### src/rtl/mips_pkg.sv
// Shared MIPS datapath constants and types.
// Width and branch-offset shift defaults used by datapath blocks.
package mips_pkg;

    localparam int DATA_WIDTH   = 32;
    localparam int BRANCH_SHIFT = 2;

    typedef logic [DATA_WIDTH-1:0] word_t;

endpackage : mips_pkg

### src/rtl/shift_left32.sv
// Registered logical left shift by a constant amount; with the default SHIFT
// of 2 it turns a word offset into a byte offset for the branch-target adder.
module shift_left32
    import mips_pkg::*;
#(
    parameter int WIDTH = DATA_WIDTH,
    parameter int SHIFT = BRANCH_SHIFT
) (
    input  logic             Clk,
    input  logic             Rst_n,
    input  logic [WIDTH-1:0] in,
    output logic [WIDTH-1:0] out
);

    if (SHIFT < 0 || SHIFT >= WIDTH) begin : g_bad_shift
        $error("shift_left32: SHIFT=%0d outside 0..WIDTH-1 (WIDTH=%0d)", SHIFT, WIDTH);
    end

    logic [WIDTH-1:0] out_d;
    logic [WIDTH-1:0] out_q;

    // Shift operator keeps SHIFT=0 legal without a zero-width slice.
    always_comb begin
        out_d = in << SHIFT;
    end

    always_ff @(posedge Clk or negedge Rst_n) begin
        if (!Rst_n) begin
            out_q <= '0;
        end else begin
            out_q <= out_d;
        end
    end

    assign out = out_q;

endmodule : shift_left32

### config.mk
export PLATFORM = sky130hd
export DESIGN_NAME = shift_left32
export DESIGN_NICKNAME = d
export VERILOG_FILES = /design/src/rtl/mips_pkg.sv /design/src/rtl/shift_left32.sv
export SDC_FILE = /design/constraint.sdc
export NUM_CORES = 1
export LEC_CHECK = 0
export BUFFER_PORTS_ARGS = -buffer_cell sky130_fd_sc_hd__buf_4
export CAP_MARGIN = 20
export CORE_MARGIN = 2
export CORE_UTILIZATION = 35
export DETAILED_ROUTE_END_ITERATION = 10
export PLACE_DENSITY_LB_ADDON = 0.1
export SYNTH_ARGS = -nofsm -noshare
export SYNTH_HDL_FRONTEND = slang
export SYNTH_SLANG_ARGS = --single-unit
### constraint.sdc
create_clock -name Clk -period 0.8 [get_ports Clk]
set_input_delay 0.08 -clock Clk [delete_from_list [all_inputs] [get_ports Clk]]
set_output_delay 0.08 -clock Clk [all_outputs]
set_load 0.02 [all_outputs]
# == After elaboration in Yosys (flattened, before gate mapping) ==
# Index checks and enable logic that the tools add are counted.
# W data, S select, Z words.
# word_totals
inputBits,34
ff_bits,30
word_cells,1
out_inout_bits,32

# == Logic depth before layout (Yosys ltp) ==
# Gate-level depths: netlist of run 1.
# logic_depth
word_depth,0
mapped_depth,1
ltp_nobuf,0

# == Worst setup path after synthesis of run 1 ==
# Ideal clock, no wire load.
# synth_timing
path_type,register to output
start,register out_q[10] (netlist: out[10])
end,output out[10]
slack_ns,0.304
required_ns,0.720
path_stages_with_launch,1
arrival_time_ns,0.416
n_path_buf,0
path_cell_list,dfrtp_1
# synth_rtl
element,line,rtl
from (decl),shift_left32.sv:20,logic [WIDTH-1:0] out_q;
from (signal assigned),shift_left32.sv:31,out_q <= out_d;
to (decl),shift_left32.sv:12,output logic [WIDTH-1:0] out
# No word-level cell between the ends.

# == Worst setup path after layout of run 1 ==
# layout_timing
start,register out_q[3] (netlist: out[3])
end,output out[3]
# No word-level cell between the ends.

==> flow_summary.json, run 1 <==
{
  "status": "finished, violations left",
  "violations": "negative setup slack",
  "die_area_um2": 2590,
  "async_flop_share": 1.00,
  "cp.buffers_inverters": 1,
  "maxCapViolCount": 0,
  "yosysTopAreaCellShare": 0.976,
  "crit_slowest_cell": "dfrtp_1",
  "startpoint_type": "flop",
  "cp_cell_sequence": "buf_6",
  "fin_ws_ns": -0.128,
  "crit_required_ns": 0.72,
  "grt_pass1_vias": 560,
  "slowest_delay_ns": 0.40,
  "synth_warnings": 0,
  "power.total_uw": 3050,
  "p_per_area_nw_per_um2": 1760,
  "ant_nets": 0,
  "cp-end-kind": "primary output",
  "hold_path.class": "in2async",
  "preCtsSetupSlack_ns": 0.212,
  "cts_setup_buffers": 0,
  "rows": 16,
  "cts-root-buf": "clkbuf_4",
  "yosysTopAreaCell": "dfrtp_1",
  "path_clk_slew_ns": 0.09,
  "n_antenna_cell": 0,
  "syn_inst": 33,
  "fin_crit_ns": 0.928,
  "synth_flop_cell": "dfrtp_1",
  "fillers": 102,
  "synth_seq_cells": 30,
  "track_usage": 0.156,
  "fp.coreArea_um2": 2020,
  "hpwl_mm": 1.09,
  "largest_reg_flops": 30,
  "clock.fmax_mhz": 1080,
  "num_vias": 605,
  "dr.first_iter.drc_count": 0,
  "cts_tree": "done",
  "routed_via_density": 3.81,
  "p_leak_uw": 0.000851,
  "fin_cells": 159,
  "routed_wl_mm": 1.81,
  "grt_setup_unrepaired": "yes",
  "seq_area_frac_synth": 0.976,
  "syn_area_um2": 769,
  "start_util": 0.381,
  "ys_types": 3,
  "firstDrtPassIters": 1,
  "dp_cells": 120,
  "drc_errors": 0,
  "crit_fanout": 1,
  "grt_first_pass_wirelength_mm": 2.75,
  "drv_slew": 0,
  "grt-ovfl-total": 0,
  "cts_sinks": 30,
  "hold_viol_final": 0,
  "crit_type": "reg2out",
  "die_height_um": 50.9,
  "clock_path_buffers": 2,
  "ir_drop_uv": 1560,
  "ios": 66,
  "synth_area_per_cell_um2": 23.3,
  "io_buffers": 61,
  "finalWeightedCongestion": 0.681,
  "synth_edf_count": 0,
  "timing.final.crit_share": 1.16,
  "whs_ns": 0.214,
  "syn2layout_area_growth_pct": 125,
  "layout-drive-gt1-share": 0.515,
  "die_w_um": 50.9,
  "wire_per_inst_um": 11.4,
  "synthTopCellsByCount": "dfrtp_1 (30), buf_4 (2), conb_1 (1)",
  "cp.arrival_ns": 0.85,
  "tns_ns": -2.83,
  "synth.most_common_cell": "dfrtp_1",
  "h-tree-depth": 2,
  "final-setup-viol-count": 30,
  "grt_max_degree": 31,
  "netlist_top_cells_area": "dfrtp_1 (98%), buf_4 (2.0%), conb_1 (0.49%)",
  "critical_path.top_delay_family": "flip-flops",
  "final_nets": 165,
  "antenna_found_initial": 0,
  "cts_buffers": 5
}
==> per-layer routing <==
metal,global-route usage,vias up,routed length [um]
li1,-,290,-
met1,0.151,276,599
met2,0.307,39,1080
met3,0.0643,0,129
met4,0.0270,0,0
met5,0,-,0
==> where the power goes <==
part / switching, uW / total, uW / internal, uW
Combinational: 211 / 546 / 336
Sequential: 35.2 / 1630 / 1590
Clock: 450 / 875 / 425
==> cell usage in the layout, fill, tap and decap left out, drive strengths merged <==
cell / count
dfrtp: 30
dlygate4sd3: 31
clkbuf: 7
conb: 2
clkinv: 1
buf: 61
==> layout make-up <==
class | instances | area (um^2) | area share
Tap cell | 27 | 33.8 | 0.0195
Clock buffer | 7 | 55.1 | 0.0318
Sequential cell | 30 | 751 | 0.433
Clock inverter | 1 | 5.00 | 0.00289
Timing Repair Buffer | 92 | 881 | 0.508
Multi-Input combinational cell | 2 | 7.51 | 0.00433
==> kinds of logic (layout without fill, tap and decap cells) <==
| kind of cell | after synthesis | in the layout | share of synthesized area |
|---|---|---|---|
| flip-flops | 30 | 30 | 0.976 |
| buffers and inverters | 2 | 100 | 0.0195 |
| other | 1 | 2 | 0.00487 |
==> path summary, 6_finish.rpt <==
path / startpoint / endpoint / cells past startpoint
max: out[3] / out[3] / 1
min: Rst_n / out[20] / 2
max in group asynchronous: Rst_n / out[4] / 2
min in group Clk: in[20] / out[22] / 2
==> metrics by stage <==
step | instance area, um^2 | util
2_1_floorplan | 773 | -
4_1_cts | 1730 | 0.857
3_3_place_gp | 1250 | 0.618
3_5_place_dp | 1250 | 0.618
6_report | 1730 | 0.857
5_1_grt | 1730 | 0.857
==> repair_timing <==
item                                   4_1_cts  5_1_grt
endpoints found under the hold margin       60        0
hold buffers                                31        0
gates resized for setup                     30        0
setup endpoints to repair                   30       30
Note: power is estimated with default switching activity, not from simulation.
==> run 2, diff against run 1 <==
==> constraint.sdc (replaced) <==
create_clock -name Clk -period 1 [get_ports Clk]
set_input_delay 0.1 -clock Clk [delete_from_list [all_inputs] [get_ports Clk]]
set_output_delay 0.1 -clock Clk [all_outputs]
set_load 0.02 [all_outputs]
==> flow_summary.json, run 2 (same netlist as run 1, synthesis figures left out) <==
{
  "ios": 66,
  "critPathCapture": "out[13]",
  "startpoint_type": "flop",
  "num_vias": 616,
  "final_cell_mix": "buf_4 (61), dlygate4sd3_1 (31), dfrtp_1 (30)",
  "layout-drive-gt1-share": 0.523,
  "fin_util": 0.810,
  "die_area_um2": 2590,
  "p_per_area_nw_per_um2": 1580,
  "cp.arrival_ns": 0.86,
  "crit_type": "reg2out",
  "hpwl_mm": 1.06,
  "holdBufCountCts": 31,
  "start_util": 0.381,
  "mostFrequentLayoutCell": "buf_4",
  "crit_fanout": 1,
  "largest_reg_flops": 30,
  "grt_setup_unrepaired": "no",
  "antenna_found_initial": 0,
  "fillers": 112,
  "route.met3.wl_um": 133,
  "final_nets": 165,
  "drv_slew": 0,
  "cts_buffers": 5,
  "grt_max_degree": 31,
  "die_w_um": 50.9,
  "firstDrtPassIters": 1,
  "grt_pass1_vias": 647,
  "finalInstanceArea_um2": 1640,
  "whs_ns": 0.245,
  "cp-startpoint": "out[13]",
  "cp.depth": 1,
  "status": "finished clean",
  "clock_path_buffers": 2,
  "tns_ns": 0,
  "clock.fmax_mhz": 1040,
  "drc_errors": 0,
  "h-tree-depth": 2,
  "io_buffers": 61,
  "fp.coreArea_um2": 2020,
  "path_clk_slew_ns": 0.09,
  "die_height_um": 50.9,
  "routed_via_density": 3.87,
  "cp-end-kind": "primary output",
  "fin_crit_ns": 0.961,
  "timing.final.crit_share": 0.961,
  "grt_first_pass_wirelength_mm": 2.86,
  "track_usage": 0.161,
  "hold_path.class": "in2async",
  "rows": 16,
  "crit_slowest_cell": "dfrtp_1",
  "syn2layout_area_growth_pct": 113,
  "maxCapViolCount": 0,
  "placed_area_um2": 1250,
  "cts_tree": "done",
  "ant_nets": 0,
  "critical_path.top_delay_family": "flip-flops",
  "drt-met1-wl_um": 623,
  "routed.top_layer": "met4",
  "grt-ovfl-total": 0,
  "finalWeightedCongestion": 0.681,
  "wire_per_inst_um": 11.8,
  "cp.buffers_inverters": 1,
  "dr.first_iter.drc_count": 0,
  "met2WireLength_mm": 1.10,
  "cts-root-buf": "clkbuf_4",
  "cts_resized": 0,
  "routed_wl_mm": 1.88,
  "hold_viol_final": 0,
  "cts_sinks": 30,
  "cts_setup_buffers": 0,
  "slowest_delay_ns": 0.39,
  "cp_cell_sequence": "buf_4",
  "final-setup-viol-count": 0,
  "n_antenna_cell": 0,
  "p_leak_uw": 0.000824,
  "ir_drop_uv": 1170,
  "crit_required_ns": 0.90
}
==> run 2: how the worst min path moves through the flow <==
stage	depth (start not counted)	from	to	slack, ns
4_1_cts	2	Rst_n	out[13]	0.23
5_1_grt	2	Rst_n	out[7]	0.25
3_5_place_dp	1	Rst_n	out[10]	0.04
2_1_floorplan	0	Rst_n	out[10]	-0.20
3_3_place_gp	1	Rst_n	out[17]	0.04
6_report	2	Rst_n	out[6]	0.25
==> run 2: layout make-up <==
cell class | count | area, um^2 | area share
sequential | 30 | 751 | 0.458
tap | 27 | 33.8 | 0.0206
clock inverter | 3 | 40.0 | 0.0244
multi-input combinational | 2 | 7.51 | 0.00458
timing repair buffer | 92 | 768 | 0.469
clock buffer | 5 | 37.5 | 0.0229
==> run 2: metal layers <==
layer,GRT usage,vias up
met5,0,-
met4,0.0676,0
met3,0.0497,3
met2,0.325,40
met1,0.143,282
li1,-,291
==> run 2: power by group <==
group / leakage (uW) / switching [uW] / internal (uW)
Clock: 0.0000450 / 378 / 518
Sequential: 0.000350 / 16.9 / 1270
Combinational: 0.000429 / 170 / 230
Total: 0.000824 / 564 / 2020
==> run 2: through the flow <==
stage / setup WS (ns) / power, uW / instances
6_report: 0.0395 / 2590 / 159
5_1_grt: 0.00758 / 2710 / 159
4_1_cts: 0.0358 / 2600 / 159
3_5_place_dp: 0.395 / 1610 / 120
3_3_place_gp: 0.402 / 1610 / 120
2_1_floorplan: 0.484 / 1410 / 34
